File: src/rtl/arith_pkg.sv
// Shared arithmetic-unit definitions: default datapath width and divider state encoding.
package arith_pkg;

    localparam int ARITH_WIDTH = 32;

    typedef enum logic [1:0] {
        DIV_IDLE = 2'd0,
        DIV_RUN  = 2'd1,
        DIV_FIN  = 2'd2
    } div_state_e;

endpackage

File: src/rtl/seq_restoring_divider_if.sv
// Start/busy/done handshake and operand/result bundle for the sequential divider.
interface seq_restoring_divider_if
    import arith_pkg::*;
#(
    parameter int WIDTH = ARITH_WIDTH
);
    logic             start;
    logic [WIDTH-1:0] dividend;
    logic [WIDTH-1:0] divisor;
    logic [WIDTH-1:0] quotient;
    logic [WIDTH-1:0] remainder;
    logic             busy;
    logic             done;
    logic             div_by_zero;

    modport master (
        output start, dividend, divisor,
        input  quotient, remainder, busy, done, div_by_zero
    );

    modport slave (
        input  start, dividend, divisor,
        output quotient, remainder, busy, done, div_by_zero
    );
endinterface

File: src/rtl/fulladder.sv
// One-bit full adder cell shared with the carry-save adder blocks.
module fulladder (
    input  logic a,
    input  logic b,
    input  logic cin,
    output logic s,
    output logic cout
);
    assign s    = a ^ b ^ cin;
    assign cout = (a & b) | (cin & (a ^ b));
endmodule

File: src/rtl/seq_restoring_divider_div_step.sv
// One combinational restoring-division iteration: shift {rem,quo} left, trial-subtract dsr,
// keep the difference and set the quotient bit when it is non-negative.
module div_step
    import arith_pkg::*;
#(
    parameter int WIDTH = ARITH_WIDTH
) (
    input  logic [WIDTH:0]   rem,
    input  logic [WIDTH-1:0] quo,
    input  logic [WIDTH-1:0] dsr,
    output logic [WIDTH:0]   rem_nxt,
    output logic [WIDTH-1:0] quo_nxt
);
    logic [WIDTH:0]   sh_rem;
    logic [WIDTH:0]   sub_b;
    logic [WIDTH:0]   trial;
    logic [WIDTH+1:0] carry;
    logic             unused_cout;
    logic             unused_rem_msb;

    // rem < dsr holds between steps, so the top remainder bit is always shifted out as zero
    assign sh_rem   = {rem[WIDTH-1:0], quo[WIDTH-1]};
    assign sub_b    = ~{1'b0, dsr};
    assign carry[0] = 1'b1;

    for (genvar i = 0; i <= WIDTH; i++) begin : g_sub
        fulladder u_fa (
            .a    (sh_rem[i]),
            .b    (sub_b[i]),
            .cin  (carry[i]),
            .s    (trial[i]),
            .cout (carry[i+1])
        );
    end

    assign unused_cout    = carry[WIDTH+1];
    assign unused_rem_msb = rem[WIDTH];

    always_comb begin
        if (!trial[WIDTH]) begin
            rem_nxt = trial;
            quo_nxt = {quo[WIDTH-2:0], 1'b1};
        end else begin
            rem_nxt = sh_rem;
            quo_nxt = {quo[WIDTH-2:0], 1'b0};
        end
    end
endmodule

File: src/rtl/seq_restoring_divider.sv
// Sequential unsigned radix-2 restoring divider, one quotient bit per clock.
// state    | meaning
// DIV_IDLE | waiting for start; results held
// DIV_RUN  | iterating, cnt_q steps remaining
// DIV_FIN  | publish results (or divide-by-zero result), pulse done
module seq_restoring_divider
    import arith_pkg::*;
#(
    parameter int WIDTH = ARITH_WIDTH,
    parameter int CNT_W = 6
) (
    input logic                   clk,
    input logic                   rst,
    seq_restoring_divider_if.slave div_if
);
    div_state_e       state_q, state_d;
    logic [WIDTH:0]   rem_q, rem_d;
    logic [WIDTH-1:0] quo_q, quo_d;
    logic [WIDTH-1:0] dsr_q, dsr_d;
    logic [CNT_W-1:0] cnt_q, cnt_d;
    logic             zdiv_q, zdiv_d;
    logic [WIDTH-1:0] quotient_q, quotient_d;
    logic [WIDTH-1:0] remainder_q, remainder_d;
    logic             busy_q, busy_d;
    logic             done_q, done_d;
    logic             dbz_q, dbz_d;
    logic [WIDTH:0]   step_rem;
    logic [WIDTH-1:0] step_quo;

    div_step #(.WIDTH(WIDTH)) u_step (
        .rem     (rem_q),
        .quo     (quo_q),
        .dsr     (dsr_q),
        .rem_nxt (step_rem),
        .quo_nxt (step_quo)
    );

    always_ff @(posedge clk or posedge rst) begin
        if (rst) begin
            state_q     <= DIV_IDLE;
            rem_q       <= '0;
            quo_q       <= '0;
            dsr_q       <= '0;
            cnt_q       <= '0;
            zdiv_q      <= 1'b0;
            quotient_q  <= '0;
            remainder_q <= '0;
            busy_q      <= 1'b0;
            done_q      <= 1'b0;
            dbz_q       <= 1'b0;
        end else begin
            state_q     <= state_d;
            rem_q       <= rem_d;
            quo_q       <= quo_d;
            dsr_q       <= dsr_d;
            cnt_q       <= cnt_d;
            zdiv_q      <= zdiv_d;
            quotient_q  <= quotient_d;
            remainder_q <= remainder_d;
            busy_q      <= busy_d;
            done_q      <= done_d;
            dbz_q       <= dbz_d;
        end
    end

    always_comb begin
        state_d = state_q;
        case (state_q)
            DIV_IDLE: if (div_if.start) state_d = (div_if.divisor == '0) ? DIV_FIN : DIV_RUN;
            DIV_RUN:  if (cnt_q == CNT_W'(1)) state_d = DIV_FIN;
            DIV_FIN:  state_d = DIV_IDLE;
            default:  state_d = DIV_IDLE;
        endcase
    end

    always_comb begin
        rem_d       = rem_q;
        quo_d       = quo_q;
        dsr_d       = dsr_q;
        cnt_d       = cnt_q;
        zdiv_d      = zdiv_q;
        quotient_d  = quotient_q;
        remainder_d = remainder_q;
        busy_d      = busy_q;
        done_d      = 1'b0;
        dbz_d       = dbz_q;
        case (state_q)
            DIV_IDLE: begin
                if (div_if.start) begin
                    rem_d  = '0;
                    quo_d  = div_if.dividend;
                    dsr_d  = div_if.divisor;
                    cnt_d  = CNT_W'(WIDTH);
                    zdiv_d = (div_if.divisor == '0);
                    busy_d = 1'b1;
                    dbz_d  = 1'b0;
                end
            end
            DIV_RUN: begin
                rem_d = step_rem;
                quo_d = step_quo;
                cnt_d = cnt_q - CNT_W'(1);
            end
            DIV_FIN: begin
                done_d = 1'b1;
                busy_d = 1'b0;
                // zero divisor skipped RUN, so quo_q still holds the captured dividend
                if (zdiv_q) begin
                    quotient_d  = '1;
                    remainder_d = quo_q;
                    dbz_d       = 1'b1;
                end else begin
                    quotient_d  = quo_q;
                    remainder_d = rem_q[WIDTH-1:0];
                end
            end
            default: ;
        endcase
    end

    assign div_if.quotient    = quotient_q;
    assign div_if.remainder   = remainder_q;
    assign div_if.busy        = busy_q;
    assign div_if.done        = done_q;
    assign div_if.div_by_zero = dbz_q;
endmodule

File: src/flat_wrapper.sv
// flat-port wrapper written by rule: the top's interface ports become plain ports
module seq_restoring_divider_flat import arith_pkg::*;
#(
    parameter int WIDTH = ARITH_WIDTH,
    parameter int CNT_W = 6
)
  (clk, rst, div_if_start, div_if_dividend, div_if_divisor, div_if_quotient, div_if_remainder, div_if_busy, div_if_done, div_if_div_by_zero);
  seq_restoring_divider_if #(.WIDTH(WIDTH)) div_if_i ();
  input logic clk;
  input logic rst;
  input wire logic [$bits(div_if_i.start)-1:0] div_if_start;
  input wire logic [$bits(div_if_i.dividend)-1:0] div_if_dividend;
  input wire logic [$bits(div_if_i.divisor)-1:0] div_if_divisor;
  output wire logic [$bits(div_if_i.quotient)-1:0] div_if_quotient;
  output wire logic [$bits(div_if_i.remainder)-1:0] div_if_remainder;
  output wire logic [$bits(div_if_i.busy)-1:0] div_if_busy;
  output wire logic [$bits(div_if_i.done)-1:0] div_if_done;
  output wire logic [$bits(div_if_i.div_by_zero)-1:0] div_if_div_by_zero;
  assign div_if_i.start = div_if_start;
  assign div_if_i.dividend = div_if_dividend;
  assign div_if_i.divisor = div_if_divisor;
  assign div_if_quotient = div_if_i.quotient;
  assign div_if_remainder = div_if_i.remainder;
  assign div_if_busy = div_if_i.busy;
  assign div_if_done = div_if_i.done;
  assign div_if_div_by_zero = div_if_i.div_by_zero;
  seq_restoring_divider #(.WIDTH(WIDTH), .CNT_W(CNT_W)) u_core (.clk(clk), .rst(rst), .div_if(div_if_i));
endmodule
File: config.mk
export PLATFORM = sky130hd
export DESIGN_NAME = seq_restoring_divider_flat
export DESIGN_NICKNAME = d
export VERILOG_FILES = /design/src/rtl/arith_pkg.sv /design/src/rtl/seq_restoring_divider_if.sv /design/src/rtl/fulladder.sv /design/src/rtl/seq_restoring_divider_div_step.sv /design/src/rtl/seq_restoring_divider.sv /design/src/flat_wrapper.sv
export SDC_FILE = /design/constraint.sdc
export NUM_CORES = 1
export LEC_CHECK = 0
export CORE_ASPECT_RATIO = 0.6
export CORE_MARGIN = 4
export CORE_UTILIZATION = 45
export DETAILED_ROUTE_END_ITERATION = 12
export PLACE_DENSITY = 0.72
export SYNTH_ARGS = -nofsm -noshare
export SYNTH_HDL_FRONTEND = slang
export SYNTH_SLANG_ARGS = --single-unit
File: constraint.sdc
create_clock -name clk -period 15.8 [get_ports clk]
set_input_delay 3.16 -clock clk [delete_from_list [all_inputs] [get_ports clk]]
set_output_delay 3.16 -clock clk [all_outputs]
set_load 0.02 [all_outputs]
==> results.py <==
metrics = {
    "power": {
        "p_leak_nw": 4.686,
        "p_per_area_nw_per_um2": 225.9,
        "max-vdd-ir-drop_mv": 0.1335,
    },
    "timing": {
        "finalCriticalPeriod_ns": 15.27,
        "worstMarginPinSlew_ns": 0.9688,
        "finalHoldViolations": 0,
        "post-route-period-util_pct": 96.64,
        "setup_viol": 0,
        "slew_headroom_pct": 35.41,
        "skew_ns": 0.01213,
        "fmax_mhz": 65.49,
        "drv_slew": 0,
        "rsz0062_at_grt": "false",
    },
    "cts": {
        "h-tree-depth": 4,
        "cts_buffers": 17,
        "clock_latency_ns": 0.42,
        "clock_path_buffers": 2,
        "cts.clk_slew.worst_paths_ns": 0.07,
        "clock_sinks": 172,
        "cts_tree": "done",
        "cts_root_buffer": "clkbuf_16",
        "hold_buffers": 0,
    },
    "critical_path": {
        "path_delay_family": "adder cells",
        "ff2ff_path_depth": 40,
        "arrival_ns": 15.58,
        "worstSetupPathDepth": 40,
        "worst_setup_path_end_kind": "register",
        "critPathKind": "register to register",
        "crit_fanout": 20,
        "required_ns": 16.11,
        "crit_top_cell": "fa_1",
        "cp_slowest_stage_delay_ns": 0.47,
        "cp-start-kind": "register",
        "cp_slowest_cell": "fa_1",
        "crit_buf_inv": 4,
    },
    "die": {
        "rows": 38,
        "start_util_pct": 46.22,
        "core_area_um2": 18210,
        "ios": 134,
        "die_h_um": 113.9,
        "dieWidth_um": 184.6,
        "die_area_um2": 21030,
    },
    "logic_synthesis": {
        "yosysMostFrequentCell": "nand2_1",
        "synth_top_area_share_pct": 51.14,
        "ys.flop_type": "dfrtp_1",
        "yosysTopAreaCell": "dfrtp_1",
        "avgSynthCellArea_um2": 9.787,
        "async_reset_ff_share_pct": 100.0,
        "yosysSeqAreaShare_pct": 51.14,
        "synth_common_cells": "nand2_1 (243), dfrtp_1 (172), o21ai_0 (98), inv_1 (38), o21ai_1 (36)",
        "yosysWarnings": 0,
        "yosysUniqueCellTypes": 35,
        "ys_seq_elements": 172,
        "synth_edf_count": 0,
        "netlist_top_cells_area": "dfrtp_1 (51%), nand2_1 (11%), fa_1 (7.4%), o21ai_0 (5.8%), mux2i_1 (3.9%)",
        "syn_nets": 961,
        "syn_inst": 860,
        "syn_area_um2": 8417,
    },
    "global_routing": {
        "overflow": 0,
        "grt_pass1_vias": 6704,
        "grt_max_degree": 98,
        "grt_pass1_wl_um": 36280,
        "grt_antenna_before_repair": 0,
        "grt_use_total_pct": 21.86,
    },
    "placed_design": {
        "place_inst": 1188,
        "dp_hpwl_um": 14990,
        "gp_congestion": 0.8187,
        "port_buffers": 133,
    },
    "cells_and_area": {
        "diodes": 0,
        "drive_gt1_share_pct": 6.809,
        "postLayoutCoreUtil_pct": 57.98,
        "final_nets": 1072,
        "nFillCells": 1589,
        "layout.cells.non_filler": 1224,
        "area_growth_pct": 25.43,
    },
    "detailed_routing": {
        "drtIter0Drc": 584,
        "vias": 6587,
        "drt-total-wl_um": 21830,
        "viasPerCell": 5.382,
        "wire_per_inst_um": 17.83,
        "remaining_drc_errors": 0,
        "drtAntennaViolNets": 0,
        "dr.pass1.iters": 5,
    },
    "min_path": {
        "hold_depth": 2,
        "hold_class": "register to register",
    },
    "flow_run": {
        "maxCapViolations": 0,
    },
    "outcome": {
        "status": "finished, final reports clean",
    },
}
[report_power, final]
group	internal [mW]	switching, mW	leakage, nW
logic	0.556	0.608	2.21
clock network	0.221	0.188	0.267
registers	0.631	0.181	2.21
total	1.41	0.977	4.69
[per-stage QoR]
stage	setup slack [ns]	cell area, um^2	power [mW]	TNS, ns	hold slack (ns)
2_1_floorplan	0.4791	8417	1.521	0	0.4483
5_1_grt	0.03422	10560	2.589	0	0.4918
4_1_cts	0.01994	10540	2.393	0	0.4702
3_5_place_dp	-0.1042	9857	1.884	-2.051	0.4552
3_3_place_gp	0.1517	9857	1.846	0	0.4493
6_report	0.5312	10560	2.385	0	0.4669
[layer usage]
layer	part of all wire, %	vias up	global-route usage [%]
met4	1.3	0	4.677
met5	0	-	0
li1	-	3108	-
met3	6.1	25	4.302
met2	45	203	32.80
met1	47	3251	33.27
[final timing paths]
kind / from / endpoint / slack [ns]
setup / recovery: u_core.quo_q[31]$_DFFE_PP0P_ / u_core.rem_q[17]$_DFFE_PP0P_ / 0.53
hold / removal: u_core.div_if.quotient[9]$_DFFE_PP0P_ / u_core.div_if.quotient[9]$_DFFE_PP0P_ / 0.47
setup reg to reg: u_core.quo_q[31]$_DFFE_PP0P_ / u_core.rem_q[17]$_DFFE_PP0P_ / 0.53
hold reg to reg: u_core.div_if.quotient[9]$_DFFE_PP0P_ / u_core.div_if.quotient[9]$_DFFE_PP0P_ / 0.47
max in group asynchronous: rst / u_core.div_if.remainder[2]$_DFFE_PP0P_ / 11.01
min in group asynchronous: rst / u_core.div_if.remainder[13]$_DFFE_PP0P_ / 3.30
[registers in the layout (all words and copies together) (netlist names), 2 cells and up]
signal and flops:
u_core.cnt_q 6, u_core.div_if.quotient 32, u_core.div_if.remainder 32, u_core.dsr_q 32, u_core.quo_q 32, u_core.rem_q 32
u_core.state_q 2
[placed cells by master (no fill, tap or decap), drive strengths merged, types with 13 or more instances in the layout]
| cell type | n |
|---|---|
| a21oi | 31 |
| a22o | 32 |
| a22oi | 18 |
| and3b | 13 |
| buf | 17 |
| clkbuf | 18 |
| clkdlybuf4s50 | 133 |
| dfrtp | 172 |
| fa | 31 |
| inv | 43 |
| mux2i | 33 |
| nand2 | 243 |
| nor2b | 19 |
| o21ai | 134 |
[repair_timing]
| item | 4_1_cts | 5_1_grt |
|---|---|---|
| resized for setup | 6 | 7 |
| gates cloned | 3 | 0 |
| setup buffers | 1 | 0 |
| hold endpoints to repair | 0 | 0 |
| endpoints found under the setup margin | 33 | 33 |
| pin swaps | 1 | 0 |
[tightest hold or removal path, cell delays in order, from the launching register on]
cell and delay, ns:
dfrtp_1 0.34, nand2_1 0.05, nand2_1 0.05
[logic make-up (layout without fill, tap and decap cells)]
kind of cell | after synthesis | in the layout | share of synthesized area [%]
muxes | 34 | 34 | 4.058
and+or+nand+nor | 299 | 299 | 15.21
adders and majority gates | 34 | 34 | 7.819
DFF | 172 | 172 | 51.14
AOI/OAI and AO/OA | 222 | 222 | 15.45
buffers and inverters | 97 | 221 | 5.902
xor gates and xnor gates | 2 | 2 | 0.4312
[final cells by class]
type | count | area, um^2 | share of cell area, %
sequential | 172 | 4305 | 40.78
tap | 240 | 300.3 | 2.844
clock inverter | 14 | 136.4 | 1.292
timing repair buffer | 151 | 1569 | 14.86
multi-input combinational | 591 | 3670 | 34.76
clock buffer | 18 | 429.2 | 4.065
inverter | 38 | 147.6 | 1.398
(Power assumes the default switching activity.)
